--- src/rtl/regfile_pkg.sv ---
// Shared types and helpers for the register-file write-enable decoder.
package regfile_pkg;

   localparam int ADDR_W_DEF = 5;
   localparam int NROWS_DEF  = 1 << ADDR_W_DEF;

   typedef enum logic {
      IDLE  = 1'b0,
      SWEEP = 1'b1
   } wrdec_state_t;

   // One-hot row vector for the default address width.
   function automatic logic [NROWS_DEF-1:0] onehot(input logic [ADDR_W_DEF-1:0] addr);
      logic [NROWS_DEF-1:0] v;
      v       = '0;
      v[addr] = 1'b1;
      return v;
   endfunction

endpackage

--- src/rtl/regfile_wr_decoder_if.sv ---
// Write-back to register-file write-port bus: request side plus row enables.
interface regfile_wr_decoder_if
   import regfile_pkg::*;
#(
   parameter int ADDR_W = ADDR_W_DEF
);
   logic                     en;
   logic [ADDR_W-1:0]        addr;
   logic                     clr_req;
   logic [(1<<ADDR_W)-1:0]   out;
   logic                     clr_wr;
   logic                     busy;
   logic                     drop;

   modport master (output en, addr, clr_req, input out, clr_wr, busy, drop);
   modport slave  (input en, addr, clr_req, output out, clr_wr, busy, drop);
endinterface

--- src/rtl/decoder_n.sv ---
// Combinational ADDR_W-to-2^ADDR_W decoder with enable.
module decoder_n
   import regfile_pkg::*;
#(
   parameter int ADDR_W = ADDR_W_DEF
) (
   input  logic [ADDR_W-1:0]      sel,
   input  logic                   en,
   output logic [(1<<ADDR_W)-1:0] dec
);
   localparam int NROWS = 1 << ADDR_W;

   // One comparator per row; at most one matches.
   for (genvar i = 0; i < NROWS; i++) begin : g_row
      assign dec[i] = en && (sel == ADDR_W'(i));
   end
endmodule

--- src/rtl/regfile_wr_decoder.sv ---
// Registered write-enable decoder with zero-register masking and a
// clear sequencer that sweeps every row once (after reset or on request).
module regfile_wr_decoder
   import regfile_pkg::*;
#(
   parameter int ADDR_W         = ADDR_W_DEF,
   parameter int ZERO_IDX       = (1 << ADDR_W) - 1,
   parameter bit CLEAR_ON_RESET = 1'b1
) (
   input  logic                 clk,
   input  logic                 reset_n,
   regfile_wr_decoder_if.slave  bus
);
   localparam int                NROWS = 1 << ADDR_W;
   localparam logic [ADDR_W-1:0] LAST  = '1;
   localparam logic [NROWS-1:0]  ZMASK = {{(NROWS-1){1'b0}}, 1'b1} << ZERO_IDX;

   wrdec_state_t       state_q, state_d;
   logic [ADDR_W-1:0]  idx_q, idx_d;
   logic [NROWS-1:0]   out_q, out_d;
   logic               clr_wr_q, clr_wr_d;
   logic               drop_q, drop_d;

   logic [ADDR_W-1:0]  sel;
   logic               dec_en;
   logic [NROWS-1:0]   dec;

   // Single shared decoder: sweep index while sweeping, write address otherwise.
   // A clear request in IDLE wins over a same-cycle write, so that write is not decoded.
   assign sel    = (state_q == SWEEP) ? idx_q : bus.addr;
   assign dec_en = (state_q == SWEEP) || (bus.en && !bus.clr_req);

   decoder_n #(.ADDR_W(ADDR_W)) u_dec (
      .sel (sel),
      .en  (dec_en),
      .dec (dec)
   );

   // Next-state, sweep index and registered-output values.
   always_comb begin
      state_d  = state_q;
      idx_d    = idx_q;
      clr_wr_d = 1'b0;
      drop_d   = 1'b0;
      out_d    = dec & ~ZMASK;
      case (state_q)
         IDLE: begin
            drop_d = bus.clr_req && bus.en;
            if (bus.clr_req) begin
               state_d = SWEEP;
               idx_d   = '0;
            end
         end
         SWEEP: begin
            clr_wr_d = 1'b1;
            drop_d   = bus.en;
            idx_d    = idx_q + 1'b1;
            if (idx_q == LAST) state_d = IDLE;
         end
         default: state_d = IDLE;
      endcase
   end

   // State and output registers; reset optionally lands straight in a sweep.
   always_ff @(posedge clk or negedge reset_n) begin
      if (!reset_n) begin
         state_q  <= CLEAR_ON_RESET ? SWEEP : IDLE;
         idx_q    <= '0;
         out_q    <= '0;
         clr_wr_q <= 1'b0;
         drop_q   <= 1'b0;
      end else begin
         state_q  <= state_d;
         idx_q    <= idx_d;
         out_q    <= out_d;
         clr_wr_q <= clr_wr_d;
         drop_q   <= drop_d;
      end
   end

   assign bus.out    = out_q;
   assign bus.clr_wr = clr_wr_q;
   assign bus.drop   = drop_q;
   assign bus.busy   = (state_q == SWEEP);
endmodule
--- src/flat_wrapper.sv ---
// flat-port wrapper written by rule: the top's interface ports become plain ports
module regfile_wr_decoder_flat import regfile_pkg::*;
#(
   parameter int ADDR_W         = ADDR_W_DEF,
   parameter int ZERO_IDX       = (1 << ADDR_W) - 1,
   parameter bit CLEAR_ON_RESET = 1'b1
)
  (clk, reset_n, bus_en, bus_addr, bus_clr_req, bus_out, bus_clr_wr, bus_busy, bus_drop);
  regfile_wr_decoder_if #(.ADDR_W(ADDR_W)) bus_i ();
  input  logic clk;
  input  logic reset_n;
  input wire logic [$bits(bus_i.en)-1:0] bus_en;
  input wire logic [$bits(bus_i.addr)-1:0] bus_addr;
  input wire logic [$bits(bus_i.clr_req)-1:0] bus_clr_req;
  output wire logic [$bits(bus_i.out)-1:0] bus_out;
  output wire logic [$bits(bus_i.clr_wr)-1:0] bus_clr_wr;
  output wire logic [$bits(bus_i.busy)-1:0] bus_busy;
  output wire logic [$bits(bus_i.drop)-1:0] bus_drop;
  assign bus_i.en = bus_en;
  assign bus_i.addr = bus_addr;
  assign bus_i.clr_req = bus_clr_req;
  assign bus_out = bus_i.out;
  assign bus_clr_wr = bus_i.clr_wr;
  assign bus_busy = bus_i.busy;
  assign bus_drop = bus_i.drop;
  regfile_wr_decoder #(.ADDR_W(ADDR_W), .ZERO_IDX(ZERO_IDX), .CLEAR_ON_RESET(CLEAR_ON_RESET)) u_core (.clk(clk), .reset_n(reset_n), .bus(bus_i));
endmodule
--- config.mk ---
export PLATFORM = sky130hd
export DESIGN_NAME = regfile_wr_decoder_flat
export DESIGN_NICKNAME = d
export VERILOG_FILES = /design/src/rtl/regfile_pkg.sv /design/src/rtl/regfile_wr_decoder_if.sv /design/src/rtl/decoder_n.sv /design/src/rtl/regfile_wr_decoder.sv /design/src/flat_wrapper.sv
export SDC_FILE = /design/constraint.sdc
export NUM_CORES = 1
export LEC_CHECK = 0
export ABC_AREA = 0
export BUFFER_PORTS_ARGS = -buffer_cell sky130_fd_sc_hd__buf_4
export CAP_MARGIN = 20
export CORE_UTILIZATION = 54
export DETAILED_ROUTE_END_ITERATION = 10
export GPL_TIMING_DRIVEN = 0
export PLACE_DENSITY_LB_ADDON = 0.08
export SLEW_MARGIN = 20
export SYNTH_ARGS = -nofsm -noshare
export SYNTH_HDL_FRONTEND = slang
export SYNTH_SLANG_ARGS = --single-unit
--- constraint.sdc ---
create_clock -name clk -period 2.9 [get_ports clk]
set_input_delay 0.435 -clock clk [delete_from_list [all_inputs] [get_ports clk]]
set_output_delay 0.435 -clock clk [all_outputs]
set_load 0.01 [all_outputs]
* Yosys cells after proc, flatten, opt, wreduce, memory -nomap -nowiden
Index checks and enable logic that the tools add are counted.
Widths: inputs -> output; s select.
** Cells by class
- Add/subtract/negate cells :: 1
- Multiply operators :: 0
- Divide/modulo/power cells :: 0
- $lt $le $gt $ge :: 0
- Eq/ne operators :: 32
- Shifts and indexed selects :: 0
- Muxes and demuxes :: 8
- Bitwise logic cells :: 1
- Reduce and logical (&&, ||, !) cells :: 36
** Operator list (count)
- $eq 5x5->1 const B :: 16
- $eq 5x4->1 const B :: 8
- $logic_and 1x1->1 :: 33
- $eq 5x3->1 const B :: 4
- $eq 5x2->1 const B :: 2
- $mux 5 :: 2
- $pmux 5 s2 :: 1
- $add 5x1->5 const B :: 1
- $eq 5x1->1 const B :: 1
- $logic_not 5->1 :: 1
- $pmux 1 s2 :: 2
- $mux 1 :: 3
- $ne 2x2->1 const B :: 1
- $logic_not 1->1 :: 1
- $logic_or 1x1->1 :: 1
- $not 1->1 :: 1
** Storage, ports and cells
- Bits in registers :: 39
- Latch bits :: 0
- RAM bits :: 0
- Memory bits (read-only) :: 0
- Input port bits :: 9
- Output and inout port bits :: 35
- Logic and storage cells :: 83
- Memories kept :: 0

* Logic depth before layout (Yosys ltp)
Gate-level depths: netlist (run 1).
- Word-level depth :: 4
- Mapped depth :: 5
- Depth with buffers taken out :: 4

* Hierarchy
Synthesis (run 1) repeated with hierarchy kept, for this count alone.
** Unflattened totals
- Cell total of the unflattened synthesis :: 117
- Area total of the unflattened synthesis :: 1461.4 um^2
** Modules (own cells, without submodules)
- regfile_wr_decoder :: times used 1, cells an instance 70, area each 1227.4 um^2, sequential area each 977.2 um^2
- decoder_n :: times used 1, cells an instance 47, area each 234.0 um^2, sequential area each 0.0 um^2

* Least setup slack after synthesis (run 1)
No wires, ideal clock.
- Path kind :: flip-flop to flip-flop
- Start point :: register u_core.state_q (netlist: u_core.bus.busy)
- End point :: register u_core.out_q[25] (netlist: u_core.bus.out[25])
- Library setup time :: 146 ps
- Arrival time :: 1350 ps
- Data required time :: 2754 ps
- Slack :: 1404 ps
- Cell stages (with the launch flop) :: 6
- Buffers on the path :: 2
- Period minus slack after synthesis :: 1496 ps
- Cell sequence :: dfstp_2 > buf_6 > and4bb_2 > a21oi_2 > buf_2 > nor3_1
** On the way
- Longest elaborated chain between the ends :: 3
- Elaborated cells on any way between the ends :: 4
- Classes of those cells :: eq/ne (1); mux (1); reduce/logical (2)
** RTL lines
- start, declared :: line regfile_wr_decoder.sv:18 : wrdec_state_t state_q, state_d;
- start signal, assigned :: line regfile_wr_decoder.sv:67 : state_q <= CLEAR_ON_RESET ? SWEEP : IDLE;
- start signal, assigned :: line regfile_wr_decoder.sv:73 : state_q <= state_d;
- $mux 5 :: line regfile_wr_decoder.sv:30 : assign sel = (state_q == SWEEP) ? idx_q : bus.addr;
- $eq 5x5->1 :: line decoder_n.sv:15 : assign dec[i] = en && (sel == ADDR_W'(i));
- $logic_and 1x1->1 (*) :: line decoder_n.sv:15
- net u_core.dec[25] :: line regfile_wr_decoder.sv:26 : logic [NROWS-1:0] dec;
- end signal, assigned :: line regfile_wr_decoder.sv:75 : out_q <= out_d;
- end, declared :: line regfile_wr_decoder.sv:20 : logic [NROWS-1:0] out_q, out_d;
The timed path passes the listed nets; every way through them passes the cells marked *.
A chain may end at the register's enable or synchronous reset.

* Worst setup path after layout (run 1)
- Start point :: register u_core.state_q (netlist: u_core.bus.busy)
- End point :: register u_core.out_q[15] (netlist: u_core.bus.out[15])
** On the way
- Longest elaborated chain between the ends :: 3
- Elaborated cells on any way between the ends :: 4
- Classes of those cells :: eq/ne (1); mux (1); reduce/logical (2)
** RTL lines (line)
- $mux 5 :: regfile_wr_decoder.sv:30
- $eq 5x4->1 :: decoder_n.sv:15
- $logic_and 1x1->1 (*) :: decoder_n.sv:15
- net u_core.dec[15] :: regfile_wr_decoder.sv:26
Marked as above.

==> results of run 1 <==
==> registers in the layout, indices dropped and copies added, names as in the netlist <==
| name | count |
|---|---|
| u_core.bus.out | 31 |
| u_core.bus.drop | 1 |
| u_core.bus.clr_wr | 1 |
| u_core.idx_q | 5 |
| u_core.bus.busy | 1 |
==> metrics by stage <==
step                      instances  hold WS, ns
after global placement          192        0.406
after detailed placement        192        0.407
final                           199       0.0462
after CTS                       199       0.0515
after global routing            199       0.0594
after floorplan                 120        0.139
==> power by group <==
group	internal, mW	total, mW	switching, mW
Combinational	0.327	0.791	0.465
Sequential	0.665	0.740	0.0746
Clock	0.178	0.341	0.163
==> cell families after synthesis <==
kind of cell | synth area share [%]
flops | 64.8
xor+xnor | 1.16
buf+inv | 4.48
fa+ha+maj | 1.66
compound gates | 10.4
mux | 0.663
other cells | 0.249
simple gates | 16.7
==> synthesized netlist by cell type (2+ instances only) <==
cell type,count
dfrtp_1,38
nor3_1,32
inv_1,5
nor2_1,5
a22o_1,3
a31oi_1,3
buf_2,3
nand2_1,3
and3b_1,2
buf_6,2
ha_1,2
o32a_4,2
==> worst paths after layout <==
path	start	endpoint	slack [ns]	cells past startpoint
setup / recovery	u_core.bus.busy	u_core.bus.out[15]	1.14	4
hold / removal	reset_n	u_core.bus.out[11]	0.05	1
setup reg to reg	u_core.bus.busy	u_core.bus.out[15]	1.14	4
hold reg to reg	u_core.bus.busy	u_core.bus.clr_wr	0.42	0
max in group asynchronous	reset_n	u_core.bus.busy	2.51	1
min in group clk	bus_clr_req	u_core.idx_q[2]	0.28	2
==> layout make-up <==
class,instances,area (µm²)
Multi-Input combinational cell,69,464
Clock inverter,1,30.0
Timing Repair Buffer,42,315
Tap cell,30,37.5
Buffer,7,48.8
Inverter,5,18.8
Clock buffer,6,41.3
Sequential cell,39,977
Fill cell,176,634
==> metal layers <==
layer	vias to the layer above	wire length (µm)	global-route usage, %
met5	-	0	0
met4	0	40	9.40
met3	6	189	7.50
met2	43	1640	40.8
met1	559	1300	30.4
li1	524	-	-
==> impl_metrics.toml, run 1 <==
[sta]
worst_slew_pin_slew_ns = 0.873
hold_violations = 0
skew_ns = 0.00731
drv_slew = 0
setup_slack_ns = 1.14
finalSetupViolations = 0
setup_tns_ns = 0
fmax_mhz = 568
relSlewSlack_pct = 41.5
fin_crit_sh_pct = 60.7
period_needed_ns = 1.76
rsz0062_at_grt = "false"

[drt]
drc = 0
wl_per_cell_um = 15.9
postRouteWirelength_um = 3160
vias = 1132
drt-initial-drc-count = 19
ant_nets = 0
drt_pass1_iterations = 4
drt-vias-per-instance = 5.69

[worst_setup_path]
slowest_delay_ns = 0.60
crit_chain = "buf_6 > and3b_1 > a31oi_1 > nor3_1"
worstSetupStartpointType = "register"
end_kind = "register"
cp_max_fo = 9
crit_family = "compound AO/OA/AOI/OAI gates"
required_ns = 3.09
cp_data_arrival_time_ns = 1.95
worst-setup-path-type = "register to register"
crit_slowest_cell = "a31oi_1"
critPathBufInv = 1

[cells_and_area]
final_common_cell = "buf_4"
final_util_pct = 75.3
stdcell_area_um2 = 1930
final_layout_size_suffix_gt1_share_pct = 36.1
final_cell_mix = "buf_4 (43), dfrtp_1 (38), nor3_1 (32)"
insertedDiodeCount = 0
area_delta_synth_final_pct = 28.1
final_nets = 180

[power_and_ir_drop]
fin_total_pwr_mw = 1.87
pwr_density_cell_nw_per_um2 = 968
max-vdd-ir-drop_v = 0.000791
p_leak_nw = 0.981

[logic_synthesis]
synth-seq-cells = 39
ys_seq_area_share_pct = 64.8
syn_area_um2 = 1510
async_flop_share_pct = 100
ys.flop_type = "dfrtp_1"
synth_area_leader_cell = "dfrtp_1"
yosysTopAreaCellShare_pct = 63.0
syn_avg_cell_area_um2 = 12.6
syn_nets = 131
synth.area.top_cells = "dfrtp_1 (63%), nor3_1 (11%), o32a_4 (3.0%)"
synth_cell_types = 32
synth_edf_count = 0
ys_warn_count = 0
syn_inst = 120

[clocking]
cts_root_buf = "clkbuf_4"
cts_buffers = 5
clk_latency_ns = 0.34
cts.path.max_buffers = 2
ctsResizeCount = 0
htreeDepth = 2
clkTransAtPathRegs_ns = 0.11
cts_tree = "built"
cts.hold.buffers_added = 0
cts_sinks = 39
post_cts_buffers = 0

[floorplanning]
initial_core_util_pct = 58.8
die_h_um = 54.9
io-pin-count = 44
die_w_um = 54.9
coreArea_um2 = 2570
die_area_um2 = 3010
row_count = 18

[placed_design]
place_congestion = 0.786
place_ws_ns = 1.13
placed_area_um2 = 1860
port_buffers = 42
place_hpwl_um = 2160

[global_routing]
grt_first_pass_wirelength_um = 5060
grt-ovfl-total = 0
grt_use_total_pct = 24.9
grt_pass1_vias = 1084
antenna_found_initial = 0
grt_max_degree = 40

[min_path]
hold_path_class = "input port to asynchronous set/reset pin"

[run_status]
outcome = "completed"

[run]
cap_violations = 0
(Power assumes the default switching activity.)
==> inputs of run 2 (changes only) <==
ABC_AREA = 1   (was 0)
CORE_UTILIZATION = 46   (was 54)
clock period = 1.54 ns   (was 2.9 ns; I/O delays follow)
==> impl_metrics.toml, run 2 <==
[worst_setup_path]
cp_data_arrival_time_ns = 1.74
cpMostUsedCell = "buf_6"
critPathBufInv = 3
worst-setup-path-type = "register to register"
crit_slowest_cell = "dfstp_2"
worstSetupStartpointType = "register"
crit_family = "flip-flops"
end_kind = "register"
slowest_delay_ns = 0.56
required_ns = 1.82
cp_max_fo = 10
crit_chain = "buf_6 > inv_4 > buf_6 > nand2_2 > nand2_4 > nor2_4 > nand2_1 > nor2_1"

[sta]
hold_violations = 0
finalSetupViolations = 0
drv_slew = 0
rsz0062_at_grt = "true"
fmax_mhz = 682
fin_crit_sh_pct = 95.2
setup_slack_ns = 0.0733
period_needed_ns = 1.47
skew_ns = 0.0126

[placed_design]
dp.cells = 258
place_ws_ns = 0.111
place_hpwl_um = 2240
port_buffers = 42
place_congestion = 0.863

[clocking]
cts_sinks = 39
cts_root_buf = "clkbuf_4"
clk_latency_ns = 0.34
cts.path.max_buffers = 2
post_cts_buffers = 0
cts_buffers = 5
clkTransAtPathRegs_ns = 0.11
htreeDepth = 2
cts_tree = "built"

[cells_and_area]
finalNonFillerCells = 267
final_layout_size_suffix_gt1_share_pct = 38.5
final_common_cell = "buf_4"
insertedDiodeCount = 0
area_delta_synth_final_pct = 31.7
final_util_pct = 63.5
n_fill_cell = 325
final_nets = 231
largest_reg_flops = 31
final_cell_mix = "buf_4 (43), dfrtp_1 (38), nand2_1 (35)"

[logic_synthesis]
synth_edf_count = 0
syn_nets = 181
async_flop_share_pct = 100
yosysTopAreaCellShare_pct = 58.7
ys_seq_area_share_pct = 60.3
syn_avg_cell_area_um2 = 9.53
syn_inst = 170
ys_warn_count = 0
syn_area_um2 = 1620
synth_area_leader_cell = "dfrtp_1"
synth-seq-cells = 39
synth_cell_types = 21
synthTopCellsByCount = "dfrtp_1 (38), nand2_1 (38), nor2_1 (35)"
ys.flop_type = "dfrtp_1"
synth.area.top_cells = "dfrtp_1 (59%), nand2_1 (8.8%), nor2_1 (8.1%)"

[floorplanning]
row_count = 21
die_h_um = 61.4
die_area_um2 = 3760
initial_core_util_pct = 48.2
coreArea_um2 = 3360
die_w_um = 61.4
io-pin-count = 44

[power_and_ir_drop]
p_sw_mw = 1.70
comb_power_share_pct = 47.6
p_leak_nw = 1.17
p_sw_share_pct = 39.6
seq_power_share_pct = 33.1
p_int_mw = 2.59
pwr_density_cell_nw_per_um2 = 2010
fin_total_pwr_mw = 4.29
clkPwrFrac_pct = 19.3
max-vdd-ir-drop_v = 0.000964

[drt]
drt_pass1_iterations = 4
wl_per_cell_um = 11.2
vias = 1206
ant_nets = 0
drt-initial-drc-count = 27
drt-vias-per-instance = 4.52
postRouteWirelength_um = 2980
drc = 0

[run]
cap_violations = 0

[run_status]
outcome = "completed"

[global_routing]
grt_max_degree = 40
grt_first_pass_wirelength_um = 4840
grt_pass1_vias = 1086
grt-ovfl-total = 0
antenna_found_initial = 0
grt_use_total_pct = 18.4

[min_path]
hold_path_class = "input port to register"
==> run 2: cell types whose count changed in the layout (fill, tap and decap cells not counted), sizes merged, moves of 2 or more <==
cell	change
nor2	+39
and3b	-2
a22o	-3
a31oi	-3
inv	+14
nor3	-32
o32a	-2
a32oi	-2
nand2	+46
o21ai	+4
==> run 2: per-layer routing <==
layer	wire length [µm]	share of wire, %	vias to the layer above	global-route usage [%]
met5	0	0	-	0
met4	51	1.7	0	8.25
met3	188	6.3	5	6.09
met2	1570	53	35	33.4
met1	1170	39	559	19.4
li1	-	-	607	-
==> run 2: cells by family (layout without fill, tap and decap cells) <==
group,Yosys count,count (layout),share of synthesized area (%)
other,1,1,0.231
adders and majority gates,2,2,1.54
buffers and inverters,25,76,8.11
AOI/OAI and AO/OA,8,8,2.63
and+or+nand+nor,95,95,27.2
DFF,39,39,60.3
==> run 2: layout make-up <==
type / instances / area (µm²) / area share, %
well taps: 46 / 57.6 / 2.70
repair buffers: 43 / 325 / 15.2
multi-input cells: 106 / 542 / 25.4
plain buffers: 6 / 57.6 / 2.70
clock buffers: 6 / 41.3 / 1.93
inverters: 19 / 73.8 / 3.46
flip-flops and latches: 39 / 977 / 45.8
clock inverters: 2 / 60.1 / 2.81
==> run 2: timing repair <==
item / in CTS / in global routing
setup endpoints to repair: 0 / 13
gates resized for setup: 0 / 10
hold buffers: 1 / 0
endpoints found under the hold margin: 38 / 0
==> run 2: final timing paths <==
kind / start / end / slack, ns / depth (start not counted)
worst max-delay path: u_core.bus.busy / u_core.bus.out[21] / 0.07 / 8
worst max register to register: u_core.bus.busy / u_core.bus.out[21] / 0.07 / 8
max in group asynchronous: reset_n / u_core.bus.busy / 0.82 / 2
min in group asynchronous: reset_n / u_core.bus.out[16] / 0.37 / 2
worst min register to register: u_core.bus.busy / u_core.bus.clr_wr / 0.42 / 0
worst min-delay path: bus_en / u_core.bus.drop / 0.1 / 3
==> run 2: worst reg2reg max path, delay by kind of cell, from the launching register on <==
family	cells	cell delay (ns)
flops	1	0.56
simple gates	5	0.52
buf+inv	3	0.32
==> run 2: power groups by stage <==
stage | sequential, mW | combinational [mW] | clock (mW)
6_report | 1.42 | 2.04 | 0.827
5_1_grt | 1.45 | 2.31 | 0.881
4_1_cts | 1.42 | 1.95 | 0.838
3_5_place_dp | 1.44 | 1.94 | 0
3_3_place_gp | 1.43 | 1.91 | 0
2_1_floorplan | 1.54 | 1.20 | 0
==> run 2: metrics by stage <==
step                      area (µm²)  hold slack [ns]  TNS, ns
after floorplan                 1620          -0.0646        0
after global placement          1990            0.204        0
after detailed placement        1990            0.216        0
after CTS                       2100           0.0820        0
after global routing            2130           0.0919  -0.0616
final                           2130           0.0989        0
